==> config.mk <==
export PLATFORM = sky130hd
export DESIGN_NAME = mem_port_arbiter
export DESIGN_NICKNAME = d
export VERILOG_FILES = /design/src/rtl/mem_port_arbiter.sv
export SDC_FILE = /design/constraint.sdc
export NUM_CORES = 1
export LEC_CHECK = 0
export ABC_AREA = 1
export CORE_ASPECT_RATIO = 0.75
export CORE_UTILIZATION = 25
export CTS_CLUSTER_DIAMETER = 50
export DETAILED_ROUTE_END_ITERATION = 7
export SKIP_CTS_REPAIR_TIMING = 1
export SLEW_MARGIN = 30
export SYNTH_ARGS = -nofsm -noshare
export SYNTH_HDL_FRONTEND = slang
export SYNTH_SLANG_ARGS = --single-unit
==> constraint.sdc <==
create_clock -name clk -period 3.1 [get_ports clk]
set_input_delay 0.775 -clock clk [delete_from_list [all_inputs] [get_ports clk]]
set_output_delay 0.775 -clock clk [all_outputs]
set_load 0.1 [all_outputs]
==> src/rtl/mem_port_arbiter.sv <==
// Round-robin arbiter sharing one resource port among NUM_REQ requesters.
// Holds a registered one-hot grant until done, withdrawal or watchdog expiry.
module mem_port_arbiter #(
  parameter int NUM_REQ = 4,
  parameter int TIMEOUT = 64,
  parameter int CNT_W   = 16
) (
  input  logic                       clk,
  input  logic                       rst_n,
  input  logic [NUM_REQ-1:0]         req,
  input  logic                       done,
  output logic [NUM_REQ-1:0]         grant,
  output logic                       grant_valid,
  output logic [$clog2(NUM_REQ)-1:0] grant_id,
  output logic                       timeout
);

  localparam int ID_W = $clog2(NUM_REQ);
  localparam logic [CNT_W-1:0] CNT_LAST = CNT_W'((TIMEOUT == 0) ? 0 : TIMEOUT - 1);
  localparam logic [ID_W-1:0]  ID_LAST  = ID_W'(NUM_REQ - 1);
  localparam logic [ID_W:0]    ID_MOD   = (ID_W+1)'(NUM_REQ);

  typedef enum logic {IDLE, GRANTED} state_t;

  state_t             state;
  logic [ID_W-1:0]    ptr;
  logic [CNT_W-1:0]   cnt;

  logic               wd_hit;
  logic               release_now;
  logic [ID_W-1:0]    next_ptr;
  logic [ID_W-1:0]    arb_ptr;
  logic [NUM_REQ-1:0] arb_req;
  logic [2*NUM_REQ-1:0] dbl_req;
  logic               found;
  logic [ID_W:0]      win_off;
  logic [ID_W:0]      win_sum;
  logic [ID_W-1:0]    win_id;

  always_comb begin
    wd_hit      = (TIMEOUT != 0) && (cnt == CNT_LAST);
    release_now = (state == GRANTED) && (done || !req[grant_id] || wd_hit);
    next_ptr    = (grant_id == ID_LAST) ? '0 : grant_id + 1'b1;
    // On release the old holder is excluded and the search starts just past it.
    arb_ptr     = release_now ? next_ptr : ptr;
    arb_req     = release_now ? (req & ~grant) : req;
    dbl_req     = {arb_req, arb_req} >> arb_ptr;
    found       = 1'b0;
    win_off     = '0;
    for (int k = NUM_REQ - 1; k >= 0; k--) begin
      if (dbl_req[k]) begin
        found   = 1'b1;
        win_off = (ID_W+1)'(k);
      end
    end
    win_sum = {1'b0, arb_ptr} + win_off;
    if (win_sum >= ID_MOD) begin
      win_sum = win_sum - ID_MOD;
    end
    win_id = win_sum[ID_W-1:0];
  end

  always_ff @(posedge clk or negedge rst_n) begin
    if (!rst_n) begin
      state       <= IDLE;
      grant       <= '0;
      grant_valid <= 1'b0;
      grant_id    <= '0;
      timeout     <= 1'b0;
      ptr         <= '0;
      cnt         <= '0;
    end else begin
      case (state)
        IDLE: begin
          timeout <= 1'b0;
          cnt     <= '0;
          if (found) begin
            state       <= GRANTED;
            grant       <= NUM_REQ'(1) << win_id;
            grant_valid <= 1'b1;
            grant_id    <= win_id;
          end
        end
        GRANTED: begin
          if (release_now) begin
            // done outranks the watchdog as the reported release cause.
            timeout <= wd_hit && !done;
            ptr     <= next_ptr;
            cnt     <= '0;
            if (found) begin
              grant       <= NUM_REQ'(1) << win_id;
              grant_valid <= 1'b1;
              grant_id    <= win_id;
            end else begin
              state       <= IDLE;
              grant       <= '0;
              grant_valid <= 1'b0;
              grant_id    <= '0;
            end
          end else begin
            timeout <= 1'b0;
            if (cnt != {CNT_W{1'b1}}) begin
              cnt <= cnt + 1'b1;
            end
          end
        end
        default: begin
          state       <= IDLE;
          grant       <= '0;
          grant_valid <= 1'b0;
          grant_id    <= '0;
          timeout     <= 1'b0;
          cnt         <= '0;
        end
      endcase
    end
  end

endmodule

-- After elaboration in Yosys (flattened, before gate mapping)
Index checks and enable logic that the tools add are counted.
Widths: inputs -> output; s select.
- mux-type cells: 33
- bitwise gates (word level): 3
- eq/ne operators: 6
- shift-type cells: 2
- reductions and logical operators: 7
- $add $sub $neg: 4
- order comparisons: 2
- operator list (cell ; count):
    $mux 16 ; 2
    $pmux 16 s2 ; 1
    $add 16x1->16 const B ; 1
    $eq 16x6->1 const B ; 1
    $mux 2 ; 8
    $mux 4 ; 4
    $ne 16x16->1 const B ; 1
    $mux 1 ; 10
    $pmux 4 s2 ; 1
    $shr 8x2->4 ; 1
    $mux 3 ; 2
    $pmux 1 s2 ; 3
    $and 4x4->4 ; 1
    $not 4->4 ; 1
    $pmux 2 s2 ; 1
    $shl 1x2->4 const A ; 1
    $add 2x3->3 ; 1
    $ge 3x3->1 const B ; 1
    $lt 2x3->1 const B ; 1
    $ne 3x1->1 const B ; 1
    $add 2x1->2 const B ; 1
    $bmux 1 s2 ; 1
    $eq 2x2->1 const B ; 1
    $logic_and 1x1->1 ; 2
    7 further kinds ; 9
- register bits: 27
- output and inout port bits: 8
- input bits: 7
- word-level logic and storage cells: 64

-- Longest topological paths before layout
- depth in word-level cells: 19
- depth in mapped cells: 22
- depth with buffers taken out: 22

-- Worst setup path after synthesis
No wires, ideal clock.
- path type: flip-flop to flip-flop
- from: register grant_id[0]
- to: register grant[2]
- data required time: 2.979 ns
- path buffers: 1
- period minus slack after synthesis: 2.896 ns
- data arrival time: 2.775 ns
- setup slack: 0.204 ns
- cell stages (with the launch flop): 21
- library setup time: 0.121 ns
- path through: dfrtp_1 -> inv_2 -> nand2_1 -> nand3_1 -> nand2_1 -> nand3_4 -> nand2_4 -> nand2_2 -> nand2_2 -> buf_6 -> nand3_2 -> nand2_1 -> nand2_1 -> a21oi_1 -> ha_1 -> xnor2_1 -> inv_1 -> nand2_1 -> nand2_2 -> nand3_1 -> nand2_1
- longest elaborated chain between the ends: 19
- elaborated cells on any way between the ends: 32
- those cells by class: add/sub (3); order compare (1); eq/ne (3); shift (2); mux (18); reduce/logical (5)
- RTL lines (element ; line ; text):
    start, declared ; 14 ; output logic [$clog2(NUM_REQ)-1:0] grant_id,
    start signal, assigned ; 81 ; grant_id <= win_id;
    start signal, assigned ; 93 ; grant_id <= win_id;
    $bmux 1 s2 ; 42 ; release_now = (state == GRANTED) && (done || !req[grant_id] || wd_hit);
    $mux 1 (not written as such) ; 42 ;
    $logic_not 1->1 ; 42 ;
    $logic_or 1x1->1 (2 in series) ; 42 ;
    $logic_and 1x1->1 ; 42 ;
    $mux 4 / $mux 2 (equally long branches) ; - ;
    $shr 8x2->4 ; 47 ; dbl_req = {arb_req, arb_req} >> arb_ptr;
    $mux 2 (2 in series) ; 51 ; if (dbl_req[k]) begin
    $mux 3 (2 in series) ; 51 ;
    $add 2x3->3 ; 56 ; win_sum = {1'b0, arb_ptr} + win_off;
    $ge 3x3->1 / $sub 2x1->2 (equally long branches) ; 57, 58 ;
    $mux 2 ; 57 ; if (win_sum >= ID_MOD) begin
    $shl 1x2->4 ; 79, 91 ;
    $mux 4 ; 90 ; if (found) begin
    $mux 4 ; 85 ; if (release_now) begin
    $pmux 4 s2 ; 73 ; case (state)
    end signal, assigned ; 79 ; grant <= NUM_REQ'(1) << win_id;
    end signal, assigned ; 91 ; grant <= NUM_REQ'(1) << win_id;
    end, declared ; 12 ; output logic [NUM_REQ-1:0] grant,
Several ways; a longest one is shown, not always the timed one. The select of a mux whose other input is x is not followed.
A chain may end at the register's enable or synchronous reset.

-- Worst setup path after layout
- from: input port req[0]
- to: register grant_id[1]
- longest elaborated chain between the ends: 18
- elaborated cells on any way between the ends: 29
- those cells by class: add/sub (2); order compare (1); eq/ne (2); shift (1); mux (17); bitwise (1); reduce/logical (5)
- RTL lines (element ; line ; text):
    start, declared ; 10 ; input logic [NUM_REQ-1:0] req,
    $bmux 1 s2 ; 42 ;
    $mux 1 (not written as such) ; 42 ;
    $logic_not 1->1 ; 42 ;
    $logic_or 1x1->1 (2 in series) ; 42 ;
    $logic_and 1x1->1 ; 42 ;
    $mux 4 / $mux 2 (equally long branches) ; - ;
    $shr 8x2->4 ; 47 ;
    $mux 2 (2 in series) ; 51 ;
    $mux 3 (2 in series) ; 51 ;
    $add 2x3->3 ; 56 ;
    $ge 3x3->1 / $sub 2x1->2 (equally long branches) ; 57, 58 ;
    $mux 2 ; 57 ;
    $mux 2 ; 90 ;
    $mux 2 ; 85 ;
    $pmux 2 s2 ; 73 ;
Several ways; a longest one is shown, not always the timed one. The select of a mux whose other input is x is not followed.

==> run summary <==
The cell sitting at the root of the clock tree is a sky130_fd_sc_hd__clkbuf_8. The first global-routing pass estimated 6930 um of wire. The number of port buffers is 14. The logs give 1 for the maximum level of the CTS H-tree and 0.00218 mm^2 for the summed area of non-filler cells in the final layout. The count of final hold-check violations was 0; the instance count of the mapped netlist was 248.

Yosys printed 0 warnings. The run gives 1.02 nW as the static leakage. The logs give 38.5% for the portion of the post-synthesis area used by sequential elements and 357 for the number of cells after detailed placement. The post-route minimum period is 2.90 ns, and the relative slew slack is 66.2%. Together, buffers and inverters on the worst path number 3. The launching element type of the critical path is a primary input.

The number of nets in the final layout is 289. Layout filler cell count: 721. Broken down by cell family, the worst path's largest delay share belongs to simple AND/OR/NAND/NOR gates. Library cell contributing the largest single delay on the critical path: sky130_fd_sc_hd__clkdlybuf4s50_1.

The worst hold slack after final layout came out at 0.527 ns. For the site row count, the log shows 26. The worst clock skew is 0.00943 ns, and the sum of overflow across all layers after global routing is 0. The total DRC errors in the routed layout was 0; the worst ir drop on vdd was 468 uV.

Routability-driven placement finished with a final weighted congestion of 0.829. The required time of the worst setup path was 3.27 ns; the synthesized area divided by synthesized cell count was 7.08 um^2. The flow ran to the end, and the final reports show no timing, DRC or antenna violations. TritonCTS created 3 clock buffers.

At the pin with the least slew margin, the transition time is 0.504 ns. Summing all placed instances gives a cell area of 0.00206 mm^2. Largest stage delay on the critical path: 0.48 ns.

Max-slew violation count: 0. The number of failing setup endpoints in the final timing report came out at 0. For the I/O pin total, the log shows 15. Registers take 676 um^2.

The worst path meets setup with 0.204 ns of slack. Once layout is complete, the utilization of the core stands at 32.0%. Dividing the final minimum period by the clock period gives 93.4%. In the final layout, the multi-input gates occupy 993 um^2.

The data arrival at the endpoint of the critical path was 3.07 ns; the via count of the first global-routing pass was 1430. The number of flip-flops and latches in the synthesized netlist came out at 27. The repair_antennas step left the layout with diodes totalling 0.

Ranked by total cell area, the synthesized netlist is headed by sky130_fd_sc_hd__dfrtp_1, sky130_fd_sc_hd__nand2_1, sky130_fd_sc_hd__nand3_1, sky130_fd_sc_hd__inv_1, sky130_fd_sc_hd__nor2_1. The run gives 0 as the number of antenna violations at the first check in global routing. Category of the worst setup path capture point: a register. Prior to clock tree synthesis, the placed netlist has a worst setup slack of -0.134 ns.

The total area inside the core boundary comes to 0.00680 mm^2. The die covers 0.00736 mm^2. Clock-pin slew was measured on the worst setup and hold paths at 0.11 ns.

Cells with a size suffix above 1 make up 21.6% of the layout. The synthesized design devotes to its leading area cell type 38.5% of total area. The synthesized design spends more area on one cell type than any other, namely sky130_fd_sc_hd__dfrtp_1.

Timing would allow up to 0.345 GHz. The die is 98.8 um wide. In this run the register-to-register setup slack is 0.46 ns. TritonCTS built the clock tree. The run gives 25.8% as the starting density of the core. For the setup TNS after final layout, the log shows 0 ns. The area growth from synthesis to layout is 24.0%.

Summing over every cut layer, the via total after detailed routing is 1670. The wire-length estimate of the detail-placed layout is 3160 um. Of all nets on the critical path, the largest fanout is 5. The type of the tightest min-delay check was register to register.

Dividing the detail-routed wire length by the instance count gives 11.5 um. The largest net degree at the start of global routing is 28, and the async set-or-reset flop fraction in the synthesized netlist is 100%. The net count of the mapped netlist is 258, and the height of the die is 74.6 um.

The number of enable flip-flop cells after synthesis works out to 0. The worst setup path category is primary input to register. The critical path goes through clkdlybuf4s50_1 > inv_1 > nand2_1 > nand3_1 > nand2_2 > nand3_4 > nand2_4 > nand2_1 > nand2_2 > nand2_2 > nand2_2 > nand2_1 > nand2_1 > nand2_1 > a21oi_2 > ha_2 > xnor2_2 > inv_1 > nand2_1 > nand2_2 > nand2_2 > o21ai_1. For the cell area after synthesis, the log shows 0.00176 mm^2. The tool flagged a number of max-cap violations equal to 0. Clock network latency to the later pin of the worst-skew pair: 0.28 ns. Power density over cell area: 1160 mW/mm^2.

For this run, the number of standard cells in the final layout without fillers is 362. In the routed layout, each cell is associated on average with a via count of 4.61. After detailed routing, the total wire length is 4170 um. The run gives 2 as the maximum buffer depth of the clock tree.

The remaining antenna violation count after routing is 0. The violation count after the first detailed-routing iteration is 146, and the number of distinct library cell variants in the gate-level netlist after synthesis is 31. After layout, the design draws a total of 2.53 mW.

Number of search-and-repair iterations in the first detailed-routing pass: 4. Across every metal layer, demand over resource in global routing totals 12.1%. The run gives 27 as the number of clock sinks seen by CTS. For this run, the leading register cell type out of synthesis is sky130_fd_sc_hd__dfrtp_1.
==> cell usage in the layout (no fill, tap or decap), types with 2 or more instances in the layout <==
| cell | instances |
|---|---|
| sky130_fd_sc_hd__nor4_1 | 2 |
| sky130_fd_sc_hd__dfrtp_1 | 27 |
| sky130_fd_sc_hd__ha_1 | 2 |
| sky130_fd_sc_hd__nand2_2 | 16 |
| sky130_fd_sc_hd__nand4_1 | 4 |
| sky130_fd_sc_hd__nand2_1 | 58 |
| sky130_fd_sc_hd__buf_4 | 22 |
| sky130_fd_sc_hd__clkbuf_8 | 3 |
| sky130_fd_sc_hd__inv_1 | 29 |
| sky130_fd_sc_hd__nor2_4 | 2 |
| sky130_fd_sc_hd__nand2_4 | 5 |
| sky130_fd_sc_hd__clkdlybuf4s50_1 | 4 |
| sky130_fd_sc_hd__nand3_1 | 30 |
| sky130_fd_sc_hd__a21oi_1 | 7 |
| sky130_fd_sc_hd__nor2_2 | 2 |
| sky130_fd_sc_hd__nor2_1 | 21 |
| sky130_fd_sc_hd__nor3_1 | 10 |
| sky130_fd_sc_hd__o21ai_1 | 4 |
| sky130_fd_sc_hd__dlymetal6s2s_1 | 2 |
| sky130_fd_sc_hd__o21ai_0 | 10 |
| sky130_fd_sc_hd__nand3_2 | 2 |
| sky130_fd_sc_hd__a31oi_1 | 2 |
==> power by group <==
part,switching (mW),leakage (nW),internal [mW]
registers,0.0588,0.357,0.429
logic,1.19,0.639,0.636
clock network,0.122,0.0261,0.0946
total,1.37,1.02,1.16
==> kinds of logic after synthesis <==
logic type | Yosys count | share of synthesized area (%)
AND/OR/NAND/NOR | 153 | 41.5
adder cells (fa/ha/maj) | 3 | 2.14
AO/OA/AOI/OAI | 29 | 9.27
XOR/XNOR | 1 | 0.499
buffers and inverters | 35 | 8.13
flip-flops | 27 | 38.5
==> cells in the mapped netlist (2+ instances only) <==
cell and count:
sky130_fd_sc_hd__nand2_1 67, sky130_fd_sc_hd__nand3_1 30, sky130_fd_sc_hd__inv_1 29, sky130_fd_sc_hd__dfrtp_1 27, sky130_fd_sc_hd__nor2_1 21, sky130_fd_sc_hd__nor3_1 10, sky130_fd_sc_hd__o21ai_0 10, sky130_fd_sc_hd__nand2_2 9
sky130_fd_sc_hd__a21oi_1 8, sky130_fd_sc_hd__nand4_1 4, sky130_fd_sc_hd__o21ai_1 4, sky130_fd_sc_hd__ha_1 3, sky130_fd_sc_hd__nand2_4 3, sky130_fd_sc_hd__a31oi_1 2, sky130_fd_sc_hd__inv_2 2, sky130_fd_sc_hd__nor2_2 2
sky130_fd_sc_hd__nor2_4 2, sky130_fd_sc_hd__nor4_1 2
==> final cells by class <==
| type | instances | area share, % |
|---|---|---|
| timing repair buffer | 28 | 10.6 |
| tap | 84 | 4.83 |
| multi-input combinational | 187 | 45.6 |
| inverter | 32 | 5.63 |
| sequential | 27 | 31.0 |
| clock inverter | 1 | 0.402 |
| clock buffer | 3 | 1.90 |
==> sequential cells by signal (all words and copies together), names as in the netlist <==
register	count
state	1
grant	4
grant_valid	1
cnt	16
grant_id	2
ptr	2
timeout	1
==> tightest hold or removal path: stages (launching register included) <==
cell                      delay (ns)
sky130_fd_sc_hd__dfrtp_1        0.37
sky130_fd_sc_hd__nand2_1        0.06
sky130_fd_sc_hd__nand2_1        0.07
==> final timing paths <==
kind,start,endpoint,depth (start not counted)
worst max-delay path,req[0],grant_id[1],22
worst min-delay path,grant_valid,grant_valid,2
worst max register to register,cnt[1],grant_id[1],20
worst min register to register,grant_valid,grant_valid,2
max in group asynchronous,rst_n,cnt[14],2
min in group asynchronous,rst_n,cnt[2],2
==> routing by layer <==
metal	track usage, %	up-vias	routed length (um)
li1	-	875	-
met3	2.26	8	97
met1	19.1	755	2300
met5	0	-	0
met2	15.6	32	1680
met4	5.14	0	86
No activity file was read; power rests on OpenSTA's default activity.
